[config.mk]
export PLATFORM = sky130hd
export DESIGN_NAME = reset_seq
export DESIGN_NICKNAME = d
export VERILOG_FILES = /design/src/rtl/reset_seq.sv
export SDC_FILE = /design/constraint.sdc
export NUM_CORES = 1
export LEC_CHECK = 0
export ABC_AREA = 1
export CAP_MARGIN = 20
export CORE_UTILIZATION = 30
export DETAILED_ROUTE_END_ITERATION = 6
export GPL_ROUTABILITY_DRIVEN = 0
export MAX_ROUTING_LAYER = met4
export PLACE_DENSITY = 0.6
export SLEW_MARGIN = 25
export SYNTH_ARGS = -nofsm -noshare
export SYNTH_HDL_FRONTEND = slang
export SYNTH_SLANG_ARGS = --single-unit
[constraint.sdc]
create_clock -name clk_i -period 1.75 [get_ports clk_i]
set_clock_uncertainty 0.05 [all_clocks]
set_input_delay 0.2625 -clock clk_i [delete_from_list [all_inputs] [get_ports clk_i]]
set_output_delay 0.2625 -clock clk_i [all_outputs]
set_load 0.01 [all_outputs]
[src/rtl/reset_seq.sv]
// reset_seq: staged reset sequencer for the board clock domain.
// Waits for a synchronised DCM/PLL lock, lets it settle for WAIT_CYCLES,
// then releases rst_o[0..N_RST-1] one at a time, STAGE_GAP cycles apart.
// Loss of lock or a software request re-asserts every reset at once;
// loss of lock is also recorded in a sticky flag and a saturating counter.
// Optional feature macro: RSTSEQ_LOCK_FILTER_EN adds a FILTER_LEN-cycle
// debounce on the rising edge of the synchronised lock.
// Handshake: none; every output is a registered level, valid every cycle.
module reset_seq #(
  parameter int N_RST       = 3,
  parameter int WAIT_CYCLES = 15,
  parameter int STAGE_GAP   = 4,
  parameter int CNT_W       = 8,
  parameter int FILTER_LEN  = 8
) (
  input  logic             clk_i,
  input  logic             rst_i,
  input  logic             locked_i,
  input  logic             soft_rst_i,
  input  logic             lock_lost_clr_i,
  output logic [N_RST-1:0] rst_o,
  output logic             ready_o,
  output logic             lock_lost_o,
  output logic [CNT_W-1:0] lost_cnt_o
);

  localparam int WAIT_W = (WAIT_CYCLES > 1) ? $clog2(WAIT_CYCLES) : 1;
  localparam int GAP_W  = (STAGE_GAP > 1) ? $clog2(STAGE_GAP) : 1;
  localparam int STG_W  = (N_RST > 1) ? $clog2(N_RST) : 1;

  // Elaboration-time parameter sanity checks
  if (N_RST < 1 || WAIT_CYCLES < 1 || STAGE_GAP < 1 || CNT_W < 1 || FILTER_LEN < 1) begin : g_param_chk
    $error("reset_seq: N_RST, WAIT_CYCLES, STAGE_GAP, CNT_W and FILTER_LEN must all be >= 1");
  end

  typedef enum logic [1:0] {
    ST_HOLD = 2'd0,
    ST_WAIT = 2'd1,
    ST_REL  = 2'd2,
    ST_RUN  = 2'd3
  } state_t;

  state_t             state_q, state_d;
  logic               sync1_q, sync1_d;
  logic               sync2_q, sync2_d;
  logic [WAIT_W-1:0]  cnt_q, cnt_d;
  logic [GAP_W-1:0]   gap_q, gap_d;
  logic [STG_W-1:0]   stage_q, stage_d;
  logic [N_RST-1:0]   rst_q, rst_d;
  logic               ready_q, ready_d;
  logic               lock_lost_q, lock_lost_d;
  logic [CNT_W-1:0]   lost_cnt_q, lost_cnt_d;
  logic               lk;

  // Two-flop synchroniser for the asynchronous LOCKED input
  always_comb begin
    sync1_d = locked_i;
    sync2_d = sync1_q;
  end

`ifdef RSTSEQ_LOCK_FILTER_EN
  localparam int FLT_W = $clog2(FILTER_LEN + 1);
  logic [FLT_W-1:0] flt_q, flt_d;

  // Debounce: lock counts as good only after FILTER_LEN consecutive high samples; fall is immediate
  always_comb begin
    flt_d = flt_q;
    if (!sync2_q) begin
      flt_d = '0;
    end else if (flt_q != FLT_W'(FILTER_LEN)) begin
      flt_d = flt_q + FLT_W'(1);
    end
  end

  assign lk = sync2_q && (flt_q == FLT_W'(FILTER_LEN));

  // Filter counter register
  always_ff @(posedge clk_i) begin
    if (rst_i) flt_q <= '0;
    else       flt_q <= flt_d;
  end
`else
  assign lk = sync2_q;
`endif

  // Events that abort the sequence from any non-HOLD state
  logic loss_evt, soft_evt, abort;
  logic wait_done, gap_done, last_stage;

  assign loss_evt   = (state_q != ST_HOLD) && !lk;
  assign soft_evt   = (state_q != ST_HOLD) && soft_rst_i;
  assign abort      = loss_evt || soft_evt;
  assign wait_done  = (state_q == ST_WAIT) && (cnt_q == WAIT_W'(WAIT_CYCLES - 1));
  assign gap_done   = (state_q == ST_REL) && (gap_q == GAP_W'(STAGE_GAP - 1));
  assign last_stage = (stage_q == STG_W'(N_RST - 1));

  // State register and all other flops
  always_ff @(posedge clk_i) begin
    if (rst_i) begin
      state_q     <= ST_HOLD;
      sync1_q     <= 1'b0;
      sync2_q     <= 1'b0;
      cnt_q       <= '0;
      gap_q       <= '0;
      stage_q     <= '0;
      rst_q       <= '1;
      ready_q     <= 1'b0;
      lock_lost_q <= 1'b0;
      lost_cnt_q  <= '0;
    end else begin
      state_q     <= state_d;
      sync1_q     <= sync1_d;
      sync2_q     <= sync2_d;
      cnt_q       <= cnt_d;
      gap_q       <= gap_d;
      stage_q     <= stage_d;
      rst_q       <= rst_d;
      ready_q     <= ready_d;
      lock_lost_q <= lock_lost_d;
      lost_cnt_q  <= lost_cnt_d;
    end
  end

  // Next-state logic: HOLD -> WAIT -> REL -> RUN, any abort returns to HOLD
  always_comb begin
    state_d = state_q;
    cnt_d   = cnt_q;
    gap_d   = gap_q;
    stage_d = stage_q;
    case (state_q)
      ST_HOLD: begin
        if (lk && !soft_rst_i) begin
          state_d = ST_WAIT;
          cnt_d   = '0;
        end
      end
      ST_WAIT: begin
        cnt_d = cnt_q + WAIT_W'(1);
        if (wait_done) begin
          if (N_RST == 1) begin
            state_d = ST_RUN;
          end else begin
            state_d = ST_REL;
            stage_d = STG_W'(1);
            gap_d   = '0;
          end
        end
      end
      ST_REL: begin
        gap_d = gap_q + GAP_W'(1);
        if (gap_done) begin
          gap_d   = '0;
          stage_d = stage_q + STG_W'(1);
          if (last_stage) state_d = ST_RUN;
        end
      end
      default: ;
    endcase
    if (abort) state_d = ST_HOLD;
  end

  // Output logic: release one reset bit per stage, re-assert all on abort, track lock loss
  always_comb begin
    rst_d       = rst_q;
    ready_d     = ready_q;
    lock_lost_d = lock_lost_q;
    lost_cnt_d  = lost_cnt_q;
    if (wait_done) begin
      rst_d[0] = 1'b0;
      if (N_RST == 1) ready_d = 1'b1;
    end
    if (gap_done) begin
      for (int i = 0; i < N_RST; i++) begin
        if (int'(stage_q) == i) rst_d[i] = 1'b0;
      end
      if (last_stage) ready_d = 1'b1;
    end
    if (abort) begin
      rst_d   = '1;
      ready_d = 1'b0;
    end
    if (loss_evt) begin
      lock_lost_d = 1'b1;
      if (lost_cnt_q != '1) lost_cnt_d = lost_cnt_q + CNT_W'(1);
    end else if (lock_lost_clr_i) begin
      lock_lost_d = 1'b0;
    end
  end

  assign rst_o       = rst_q;
  assign ready_o     = ready_q;
  assign lock_lost_o = lock_lost_q;
  assign lost_cnt_o  = lost_cnt_q;

endmodule

==> results.py <==
metrics = {
    "sta": {
        "rsz0062_at_grt": "no",
        "layout_setup_ws_ns": 0.142,
        "setup_violations": 0,
        "fin_crit_sh_pct": 91.9,
        "slew-limit-headroom_pct": 75.4,
        "hold_viol_final": 0,
        "fin_crit_ns": 1.61,
        "fin_setup_tns_ns": 0,
        "worst_pin_slew_ns": 0.368,
        "drv_slew": 0,
        "fmax_mhz": 622,
    },
    "route": {
        "dr.pass1.iters": 4,
        "vias": 1172,
        "via_per_inst": 4.46,
        "ant_nets": 0,
        "drc": 0,
        "wl_per_cell_um": 9.57,
        "drtIter0Drc": 31,
        "finalWirelength_um": 2520,
    },
    "clocking": {
        "h-tree-depth": 1,
        "clkTransAtPathRegs_ns": 0.08,
        "clock_latency_ns": 0.26,
        "root_buffer": "clkbuf_8",
        "cts_tree": "done",
        "holdBufCountCts": 0,
        "cts_sinks": 25,
        "clock_path_buffers": 2,
        "cts_made_buffers": 3,
        "cts-resized-gates": 0,
        "postCtsSetupRepairBufs": 0,
    },
    "die": {
        "die-area_um2": 4890,
        "initial_utilization_pct": 31.6,
        "die_w_um": 69.9,
        "coreArea_um2": 4380,
        "io_pins": 18,
        "die_y_um": 69.9,
        "placementRows": 24,
    },
    "finish": {
        "n_antenna_cell": 0,
        "syn_to_final_growth_pct": 19.7,
        "layout-drive-gt1-share_pct": 8.06,
        "final_nets": 229,
        "fill_cells": 480,
    },
    "setup_path": {
        "worstSetupStartpointType": "flip-flop",
        "timing_worst_setup_path_type": "flip-flop to flip-flop",
        "slowest_stage": "dfxtp_1",
        "timing.rr.start": "state_q[0]",
        "cp.required_ns": 1.87,
        "max_stage_delay_ns": 0.36,
        "worstPathArrival_ns": 1.72,
        "endpoint_kind": "flip-flop",
        "critPathMaxFanout": 12,
        "crit_start": "state_q[0]",
        "crit_chain": "inv_1, ha_1, nor2_4, nand2_4, nand2_1, o21ai_1, nand2_1, inv_1",
    },
    "grt": {
        "grt_overflow_total": 0,
        "grt_usage_pct": 11.4,
        "grt_max_degree": 15,
        "grt_pass1_wl_um": 4460,
        "antenna_found_initial": 0,
        "grt_pass1_vias": 1004,
    },
    "logic_synthesis": {
        "synthTopCellsByCount": "nand2_1 (42), nor2_1 (29), inv_1 (28)",
        "synthArstFlopShare_pct": 0,
        "yosysTopAreaCell": "dfxtp_1",
        "synth_nets": 208,
        "synth_flop_cell": "dfxtp_1",
        "yosysMostFrequentCell": "nand2_1",
        "synth_seq_area_share_pct": 36.2,
        "synth.avg_cell_area_um2": 7.25,
        "synth_top_area_share_pct": 36.2,
        "synth_cells": 191,
        "ys_warn_count": 0,
        "synth-edff-count": 0,
        "synthTopCellsByArea": "dfxtp_1 (36%), nand2_1 (11%), ha_1 (11%)",
        "yosysUniqueCellTypes": 25,
        "ys_seq_elements": 25,
        "syn-cell-area_um2": 1380,
    },
    "power": {
        "cellLeakagePower_nw": 0.718,
        "power_density_nw_per_um2": 660,
        "ir_drop_uv": 271,
    },
    "place": {
        "place_ws_ns": 0.0852,
        "hpwlAfterDp_um": 1950,
        "port_buffers": 17,
    },
    "run": {
        "drv_cap": 0,
    },
    "worst_hold_path": {
        "min_path_type": "flip-flop to flip-flop",
        "min_from": "sync1_q",
    },
    "status": {
        "status": "complete, no violations",
    },
}
cell usage in the layout, fill, tap and decap left out:
cell type	n
nand2_1	42
nor2_1	29
inv_1	28
dfxtp_1	25
clkdlybuf4s50_1	17
ha_1	12
nand3_1	11
o21ai_0	10
a21oi_1	7
nand3_2	3
nor2_4	3
nand4_1	3
nor3_1	3
clkbuf_8	3
o21ai_1	2
nand2_4	2
inv_2	1
a211oi_4	1
o21ai_2	1
clkinv_1	1
o21a_1	1
nand2_2	1
xnor2_1	1
nand3b_1	1
xor2_1	1
clkinv_2	1
buf_4	1
metal layers:
layer / up-vias / GRT usage (%) / share of wire, %
met5: - / - / 0
met4: 0 / 4.00 / 0.83
met3: 2 / 1.88 / 3.3
met2: 19 / 16.9 / 43
met1: 515 / 15.8 / 53
li1: 636 / - / -
sequential cells by signal, indices dropped and copies added (netlist names):
signal,cells
state_q,2
gap_q,2
cnt_q,4
lk,1
lock_lost_o,1
ready_o,1
sync1_q,1
rst_o,3
stage_q,2
lost_cnt_o,8
power breakdown:
group | total (mW) | internal, mW | switching, mW
clock | 0.333 | 0.159 | 0.174
combinational | 0.157 | 0.0617 | 0.0957
sequential | 0.603 | 0.589 | 0.0147
total | 1.09 | 0.809 | 0.284
worst max-delay path, delay by kind of cell, from the launching register on:
kind | cells | cell delay, ns
compound gates | 1 | 0.06
fa+ha+maj | 1 | 0.30
simple gates | 4 | 0.60
flops | 1 | 0.36
buf+inv | 2 | 0.14
stage by stage:
step	util (%)	hold slack, ns	power [mW]	std cells	area (µm²)
4_1_cts	37.8	0.382	1.12	263	1660
2_1_floorplan	-	0.317	0.732	191	1380
6_report	37.8	0.374	1.09	263	1660
5_1_grt	37.8	0.392	1.17	263	1660
3_3_place_gp	36.7	0.366	0.775	259	1610
3_5_place_dp	36.7	0.369	0.776	259	1610
cells by family (layout without fill, tap and decap cells):
| kind of cell | Yosys count | count (layout) | synth area share [%] |
|---|---|---|---|
| and+or+nand+nor | 98 | 98 | 32.9 |
| adders and majority gates | 12 | 12 | 10.8 |
| DFF | 25 | 25 | 36.2 |
| xor gates and xnor gates | 2 | 2 | 1.27 |
| AOI/OAI and AO/OA | 22 | 22 | 9.49 |
| buffers and inverters | 32 | 52 | 9.31 |
cell type report:
cell class	count	area [µm²]	share of cell area, %
multi-input cells	134	754	45.5
flip-flops and latches	25	500	30.2
repair buffers	18	178	10.7
inverters	30	113	6.80
well taps	52	65.1	3.93
clock buffers	3	41.3	2.49
clock inverters	1	5.00	0.302
worst paths after layout:
| path | end | slack, ns | cells after the start |
|---|---|---|---|
| max | lost_cnt_o[2] | 0.14 | 8 |
| min | lk | 0.37 | 2 |
| max reg2reg | lost_cnt_o[2] | 0.14 | 8 |
| min reg2reg | lk | 0.37 | 2 |
No activity file was read; power rests on OpenSTA's default activity.
